$ cat src/rtl/bbf_int_to_double_seq_if.sv
// Operand/result handshake bundle for the int64 -> binary64 converter.
//
// Signals:
//   in          64  signed integer operand, two's complement
//   in_valid     1  operand valid
//   in_ready     1  converter can accept an operand
//   out         64  binary64 result bits {sign, exp[10:0], frac[51:0]}
//   out_inexact  1  result differs from the exact integer value
//   out_valid    1  result valid
//   out_ready    1  consumer accepts the result
//
// Modports:
//   master  producer/consumer side (drives operand and out_ready)
//   slave   converter side (drives in_ready and the result)
interface bbf_int_to_double_seq_if;
    logic [63:0] in;
    logic        in_valid;
    logic        in_ready;
    logic [63:0] out;
    logic        out_inexact;
    logic        out_valid;
    logic        out_ready;

    modport master (
        output in,
        output in_valid,
        output out_ready,
        input  in_ready,
        input  out,
        input  out_inexact,
        input  out_valid
    );

    modport slave (
        input  in,
        input  in_valid,
        input  out_ready,
        output in_ready,
        output out,
        output out_inexact,
        output out_valid
    );
endinterface

$ cat src/rtl/bbf_int_to_double_seq.sv
// Multi-cycle converter from a signed 64-bit integer to an IEEE-754 binary64
// bit pattern, rounded to nearest, ties to even.
//
// The operand magnitude is normalized iteratively (one shift per cycle,
// STEP bits at a time when the top STEP bits are all zero), then rounded in
// a single cycle and held until the consumer takes it.
//
// Parameters:
//   STEP   coarse normalization shift distance, legal range 1..8
//
// Ports:
//   clk    rising-edge clock
//   reset  synchronous reset, active low (asserted when 0)
//   bus    slave side of bbf_int_to_double_seq_if (operand in, result out)
module bbf_int_to_double_seq #(
    parameter int STEP = 1
) (
    input  logic                    clk,
    input  logic                    reset,
    bbf_int_to_double_seq_if.slave  bus
);

    localparam logic [1:0] IDLE  = 2'd0;
    localparam logic [1:0] NORM  = 2'd1;
    localparam logic [1:0] ROUND = 2'd2;
    localparam logic [1:0] DONE  = 2'd3;

    // Biased exponent of a value whose leading one sits at bit 63: 1023 + 63.
    localparam logic [10:0] EXP_TOP = 11'd1086;

    logic [1:0]  state;
    logic        sign;
    logic [63:0] mag;
    logic [10:0] exp_q;
    logic [63:0] result;
    logic        inexact;

    logic [63:0] in_mag;
    logic        coarse_ok;
    logic [51:0] frac_trunc;
    logic        guard;
    logic        sticky;
    logic        round_up;
    logic [52:0] frac_sum;
    logic [10:0] exp_rnd;

    // Operand magnitude, coarse-shift eligibility and the rounding datapath.
    // The magnitude of -2^63 wraps to 0x8000000000000000, which is exactly
    // the unsigned value we want. A carry out of the 52-bit fraction leaves
    // the fraction at zero and bumps the exponent; since the largest exponent
    // reachable is 1086 this can never overflow into infinity.
    always_comb begin
        in_mag     = bus.in[63] ? (~bus.in + 64'd1) : bus.in;
        coarse_ok  = (mag[63 -: STEP] == '0);
        frac_trunc = mag[62:11];
        guard      = mag[10];
        sticky     = |mag[9:0];
        round_up   = guard & (sticky | frac_trunc[0]);
        frac_sum   = {1'b0, frac_trunc} + {52'd0, round_up};
        exp_rnd    = exp_q + {10'd0, frac_sum[52]};
    end

    // Handshake outputs follow the state; reset masks everything so the
    // outputs read zero for as long as reset is held.
    assign bus.in_ready    = reset && (state == IDLE);
    assign bus.out_valid   = reset && (state == DONE);
    assign bus.out         = reset ? result : 64'd0;
    assign bus.out_inexact = reset && inexact;

    // Control and datapath registers. A zero operand skips normalization
    // and rounding entirely and produces +0.0, so negative zero never
    // appears. DONE returns to IDLE on the handshake edge, so the next
    // operand can only be taken one cycle after a result is consumed.
    always_ff @(posedge clk) begin
        if (!reset) begin
            state   <= IDLE;
            sign    <= 1'b0;
            mag     <= 64'd0;
            exp_q   <= 11'd0;
            result  <= 64'd0;
            inexact <= 1'b0;
        end else begin
            case (state)
                IDLE: begin
                    if (bus.in_valid) begin
                        sign  <= bus.in[63];
                        mag   <= in_mag;
                        exp_q <= EXP_TOP;
                        if (in_mag == 64'd0) begin
                            result  <= 64'd0;
                            inexact <= 1'b0;
                            state   <= DONE;
                        end else begin
                            state <= NORM;
                        end
                    end
                end
                NORM: begin
                    if (mag[63]) begin
                        state <= ROUND;
                    end else if (coarse_ok) begin
                        mag   <= mag << STEP;
                        exp_q <= exp_q - 11'(STEP);
                    end else begin
                        mag   <= mag << 1;
                        exp_q <= exp_q - 11'd1;
                    end
                end
                ROUND: begin
                    result  <= {sign, exp_rnd, frac_sum[51:0]};
                    inexact <= guard | sticky;
                    state   <= DONE;
                end
                DONE: begin
                    if (bus.out_ready) begin
                        state <= IDLE;
                    end
                end
                default: begin
                    state <= IDLE;
                end
            endcase
        end
    end

endmodule

$ cat src/flat_wrapper.sv
// flat-port wrapper written by rule: the top's interface ports become plain ports
module bbf_int_to_double_seq_flat 
#(
    parameter int STEP = 1
)
  (clk, reset, bus_in, bus_in_valid, bus_out_ready, bus_in_ready, bus_out, bus_out_inexact, bus_out_valid);
  bbf_int_to_double_seq_if bus_i ();
  input  logic clk;
  input  logic reset;
  input wire logic [$bits(bus_i.in)-1:0] bus_in;
  input wire logic [$bits(bus_i.in_valid)-1:0] bus_in_valid;
  input wire logic [$bits(bus_i.out_ready)-1:0] bus_out_ready;
  output wire logic [$bits(bus_i.in_ready)-1:0] bus_in_ready;
  output wire logic [$bits(bus_i.out)-1:0] bus_out;
  output wire logic [$bits(bus_i.out_inexact)-1:0] bus_out_inexact;
  output wire logic [$bits(bus_i.out_valid)-1:0] bus_out_valid;
  assign bus_i.in = bus_in;
  assign bus_i.in_valid = bus_in_valid;
  assign bus_i.out_ready = bus_out_ready;
  assign bus_in_ready = bus_i.in_ready;
  assign bus_out = bus_i.out;
  assign bus_out_inexact = bus_i.out_inexact;
  assign bus_out_valid = bus_i.out_valid;
  bbf_int_to_double_seq #(.STEP(STEP)) u_core (.clk(clk), .reset(reset), .bus(bus_i));
endmodule
$ cat config.mk
export PLATFORM = sky130hd
export DESIGN_NAME = bbf_int_to_double_seq_flat
export DESIGN_NICKNAME = d
export VERILOG_FILES = /design/src/rtl/bbf_int_to_double_seq_if.sv /design/src/rtl/bbf_int_to_double_seq.sv /design/src/flat_wrapper.sv
export SDC_FILE = /design/constraint.sdc
export NUM_CORES = 1
export LEC_CHECK = 0
export BUFFER_PORTS_ARGS = -buffer_cell sky130_fd_sc_hd__buf_2
export CAP_MARGIN = 10
export CORE_UTILIZATION = 59
export CTS_CLUSTER_DIAMETER = 120
export DETAILED_ROUTE_END_ITERATION = 10
export PLACE_DENSITY = 0.81
export REMOVE_ABC_BUFFERS = 1
export SLEW_MARGIN = 15
export SYNTH_ARGS = -nofsm -noshare
export SYNTH_HDL_FRONTEND = slang
export SYNTH_SLANG_ARGS = --single-unit
export TNS_END_PERCENT = 20
$ cat constraint.sdc
create_clock -name clk -period 5.1 [get_ports clk]
set_input_delay 1.02 -clock clk [delete_from_list [all_inputs] [get_ports clk]]
set_output_delay 1.02 -clock clk [all_outputs]
set_load 0.05 [all_outputs]
Yosys cells after proc, flatten, opt, wreduce, memory -nomap -nowiden
Cells that the tools add are included.
{ "totals": {"regBits": 143, "input_bits": 68, "elab_cells": 55, "output_inout_bits": 67} }
{ "classes": {"addsub": 4, "bitwise": 4, "reduce_logical": 13, "eq_ne": 8, "muxes": 19} }
{ "ops": {"columns": ["cell", "n"], "rows": [
  ["$mux W64", 6],
  ["$pmux W64 S2", 2],
  ["$add A64 B1 Y64 const B", 1],
  ["$logic_not A64 Y1", 1],
  ["$not A64 Y64", 1],
  ["$add A52 B1 Y53", 1],
  ["$mux W11", 2],
  ["$pmux W11 S2", 1],
  ["$add A11 B1 Y11", 1],
  ["$sub A11 B1 Y11 const B", 1],
  ["$reduce_or A10 Y1", 1],
  ["$reduce_and A3 Y1", 3],
  ["$mux W2", 4],
  ["$ne A2 B2 Y1 const B", 4],
  ["$pmux W2 S4", 1],
  ["$eq A2 B2 Y1 const B", 2],
  ["$reduce_and A2 Y1", 2],
  ["$reduce_bool A2 Y1", 2],
  ["$logic_and A1 B1 Y1", 3],
  ["$eq A2 B1 Y1 const B", 1],
  ["$logic_not A2 Y1", 1],
  ["$mux W1", 2],
  ["$ne A2 B1 Y1 const B", 1],
  ["$or A1 B1 Y1", 2],
  ["other kinds (2)", 2]
]} }

Depth between registers and ports, before layout
{ "logic_depth": {"word_depth": 7, "depth_mapped": 15, "ltp_nobuf": 14} }

Worst setup path after synthesis
No wires, ideal clock.
{ "synth_path": {"kind": "input port to flip-flop", "start": "input bus_in[9]", "end": "register u_core.result[32]", "slack_ps": 400, "arrival_time_ps": 4559, "path_stages": 14, "required_time_ps": 4960, "setup_time_ps": 140, "path_buffers": 5, "path_cell_list": "buf_2 or4_4 or4_1 buf_2 or4_4 buf_6 o31ai_1 nor3_1 or4_1 nor4_1 and4_1 buf_6 buf_6 o32ai_2"} }
{ "synth_via": {"elab_chain_cells": 6} }
{ "synth_lines": {"columns": ["item", "line", "source"], "rows": [
  ["start: declaration", "flat_wrapper.sv:10", "input wire logic [$bits(bus_i.in)-1:0] bus_in;"],
  ["$not A64 Y64", "bbf_int_to_double_seq.sv:53", "in_mag = bus.in[63] ? (~bus.in + 64'd1) : bus.in;"],
  ["$add A64 B1 Y64", "bbf_int_to_double_seq.sv:53", null],
  ["$mux W64 (*)", "bbf_int_to_double_seq.sv:53", null],
  ["$logic_not A64 Y1 (*)", "bbf_int_to_double_seq.sv:89", "if (in_mag == 64'd0) begin"],
  ["$ne A2 B2 Y1 (no source line) (*)", null, null],
  ["$reduce_and A3 Y1 (no source line) (*)", null, null],
  ["end signal: assignment", "bbf_int_to_double_seq.sv:110", "result <= {sign, exp_rnd, frac_sum[51:0]};"],
  ["end: declaration", "bbf_int_to_double_seq.sv:35", "logic [63:0] result;"]
]} }
Every way passes the cells marked *; elsewhere a longest branch is shown, timed or not.
A chain may end at the register's enable or synchronous reset.

Final worst setup path
{ "layout_path": {"start": "input bus_in[0]", "end": "register u_core.result[29]"} }
Same word-level chain as after synthesis.

==> results.cfg <==
[outcome]
status = finished clean

[yosys]
ys_warn_count = 0
synth.distinct_cells = 68
synth_top_cell_area_share = 0.279
yosysSeqAreaShare = 0.279
synth_ff_type = dfxtp_1
synthesis.area_mm2 = 0.0102
syn_avg_cell_area_um2 = 7.44
synth_edf_count = 0
synth_cells = 1378
synth-seq-cells = 143
async_reset_ff_frac = 0
yosysTopAreaCell = dfxtp_1
synth_area_leaders = dfxtp_1, nand2_1, xnor2_1, xor2_1, o32ai_1

[sta]
finClkSkew_ns = 0.0117
final.setup.worst_slack_ns = 0.541
worstMarginPinSlew_ns = 0.848
period_needed_ns = 4.56
setup_viol = 0
timing.setup.tns_ns = 0
whs_ns = 0.465
rsz0062_at_grt = no
drv_slew = 0
slew-limit-headroom = 0.428
fmax_ghz = 0.219
fin_crit_sh = 0.894
hold_violations = 0

[clock_tree]
cts_max_path_buffers = 2
clkTransAtPathRegs_ns = 0.06
numCtsBuffers = 17
clk_latency_ns = 0.44
htreeDepth = 4
cts_resized = 0
numClockSinks = 143
cts_hold_buf = 0
postCtsSetupBuffers = 0
cts_tree = done
clockRootBuffer = clkbuf_16

[routing]
wl_per_cell_um = 19.0
post-route-drc-count = 0
num_vias = 11000
wl_met3_um = 2900
drt_iter0_markers = 1169
highest_layer = met4
wl_met2_um = 14300
drt-vias-per-instance = 6.48
drt_pass1_iterations = 6
drt-met1-wl_um = 13700
drt-total-wl_um = 32100
postRouteAntennaNets = 0

[finish]
finish.utilization = 0.699
multi_input_area_mm2 = 0.00675
fin_nets = 1535
drive_gt1_frac = 0.167
register_area_mm2 = 0.00286
layout_common_cells = nand2_1, dfxtp_1, buf_2
fill_cells = 1458
area_growth_pct = 14.4
final_common_cell = nand2_1
final_area_mm2 = 0.0117

[critical_path]
cp.arrival_ns = 4.89
cp-start-kind = input port
reg2reg_depth = 14
critPathKind = in2reg
slowest_delay_ns = 0.51
crit_required_ns = 5.43
path_max_fanout = 65
crit_start = bus_in[0]
timing.rr.start = u_core.mag[10]$_SDFFE_PN0P_
cp_slowest_cell = or4_1
worstPathCellList = buf_2 > inv_1 > ha_1 > or4b_1 > or4_1 > buf_4 > or4_1 > a31oi_1 > and3_1 > nand4_1 > nor4_1 > buf_4 > a31oi_4 > buf_12 > o32ai_1
endpoint_kind = flop

[place]
port_buffers = 134
dpl.hpwl_um = 22600
dp_worst_setup_slack_ns = 0.161
routabilityCongestion = 0.995
placed_area_mm2 = 0.0111

[power]
p_leak_nw = 4.20
power.density_mw_per_mm2 = 440
ir_drop_v = 0.000339

[die]
ios = 135
dieArea_mm2 = 0.0179
initial_utilization = 0.611
core_area_mm2 = 0.0168
chipHeight_um = 134
die_x_um = 134
rows = 47

[global_route]
grt_pass1_wl_um = 51300
grt_max_degree = 71
grt_overflow_total = 0
grt_pass1_vias = 9683
antenna_found_initial = 2
track_usage = 0.358

[worst_hold_path]
hold_class = reg2reg
hp-start = u_core.mag[31]$_SDFFE_PN0P_
worstHoldPathCells = 2

[run]
max-cap-violations = 0
final timing paths:
check | slack, ns | to
setup reg to reg | 1.01 | u_core.result[59]$_SDFFE_PN0P_
hold / removal | 0.46 | u_core.mag[31]$_SDFFE_PN0P_
setup / recovery | 0.54 | u_core.result[29]$_SDFFE_PN0P_
hold reg to reg | 0.46 | u_core.mag[31]$_SDFFE_PN0P_
synth_stat cells (3+ instances only):
cell type	count
nor4b_1	4
a221oi_1	5
and4_1	8
nor3b_1	3
nand3_1	40
or2_2	8
nand4_1	31
xnor2_1	67
nand2b_1	3
a211oi_1	6
nand3b_1	9
and2_1	74
a31oi_1	6
o31ai_1	12
clkbuf_1	98
nand2_1	177
or3_1	15
or4_1	17
a221o_1	4
a21oi_1	57
inv_1	41
nand4b_1	8
nor4_1	32
mux2i_1	6
buf_2	10
nor4_2	3
nor2_1	103
o32ai_1	58
o21ai_0	97
o41ai_1	10
xor2_1	65
and3_1	16
a222oi_1	4
dfxtp_1	143
buf_1	6
or4_4	3
a211o_1	4
o32ai_2	10
nor3_1	36
o311ai_0	3
buf_6	7
ha_1	9
o211ai_1	29
o2111ai_1	4
state kept, by name, indices dropped and copies added, names as in the netlist:
name / count
u_core.exp_q: 11
u_core.inexact: 1
u_core.mag: 64
u_core.result: 64
u_core.sign: 1
u_core.state: 2
cell type report:
class,instances,share of cell area
clock buffer,20,0.0381
clock inverter,12,0.0135
timing repair buffer,182,0.0912
inverter,42,0.0135
multi-input combinational,1072,0.576
tap,220,0.0235
antenna,2,0.000427
sequential,143,0.244
per-stage QoR:
| stage | power (mW) | instances |
|---|---|---|
| after floorplan | 3.12 | 1257 |
| final | 5.16 | 1693 |
| after global placement | 3.73 | 1659 |
| after global routing | 5.47 | 1693 |
| after CTS | 5.12 | 1691 |
| after detailed placement | 3.79 | 1659 |
power by group:
part	internal [mW]	switching [mW]
Sequential	1.40	0.341
Combinational	0.700	1.42
Clock	0.787	0.516
Total	2.89	2.28
critical path: cells and delay by family:
kind	cells	cell delay [ns]
compound gates	3	0.67
fa+ha+maj	1	0.20
buf+inv	5	0.82
simple gates	6	2.14
logic make-up after synthesis:
family / count (synthesis) / synth area share
AOI/OAI and AO/OA: 329 / 0.225
xor gates and xnor gates: 132 / 0.113
adders and majority gates: 9 / 0.0110
buffers and inverters: 163 / 0.0660
DFF: 143 / 0.279
muxes: 7 / 0.00696
and+or+nand+nor: 595 / 0.299
routing by layer:
metal | up-vias | global-route usage
met5 | - | 0
met4 | 0 | 0.164
met3 | 79 | 0.0654
met2 | 584 | 0.553
met1 | 5137 | 0.484
li1 | 5163 | -
(Power assumes the default switching activity.)
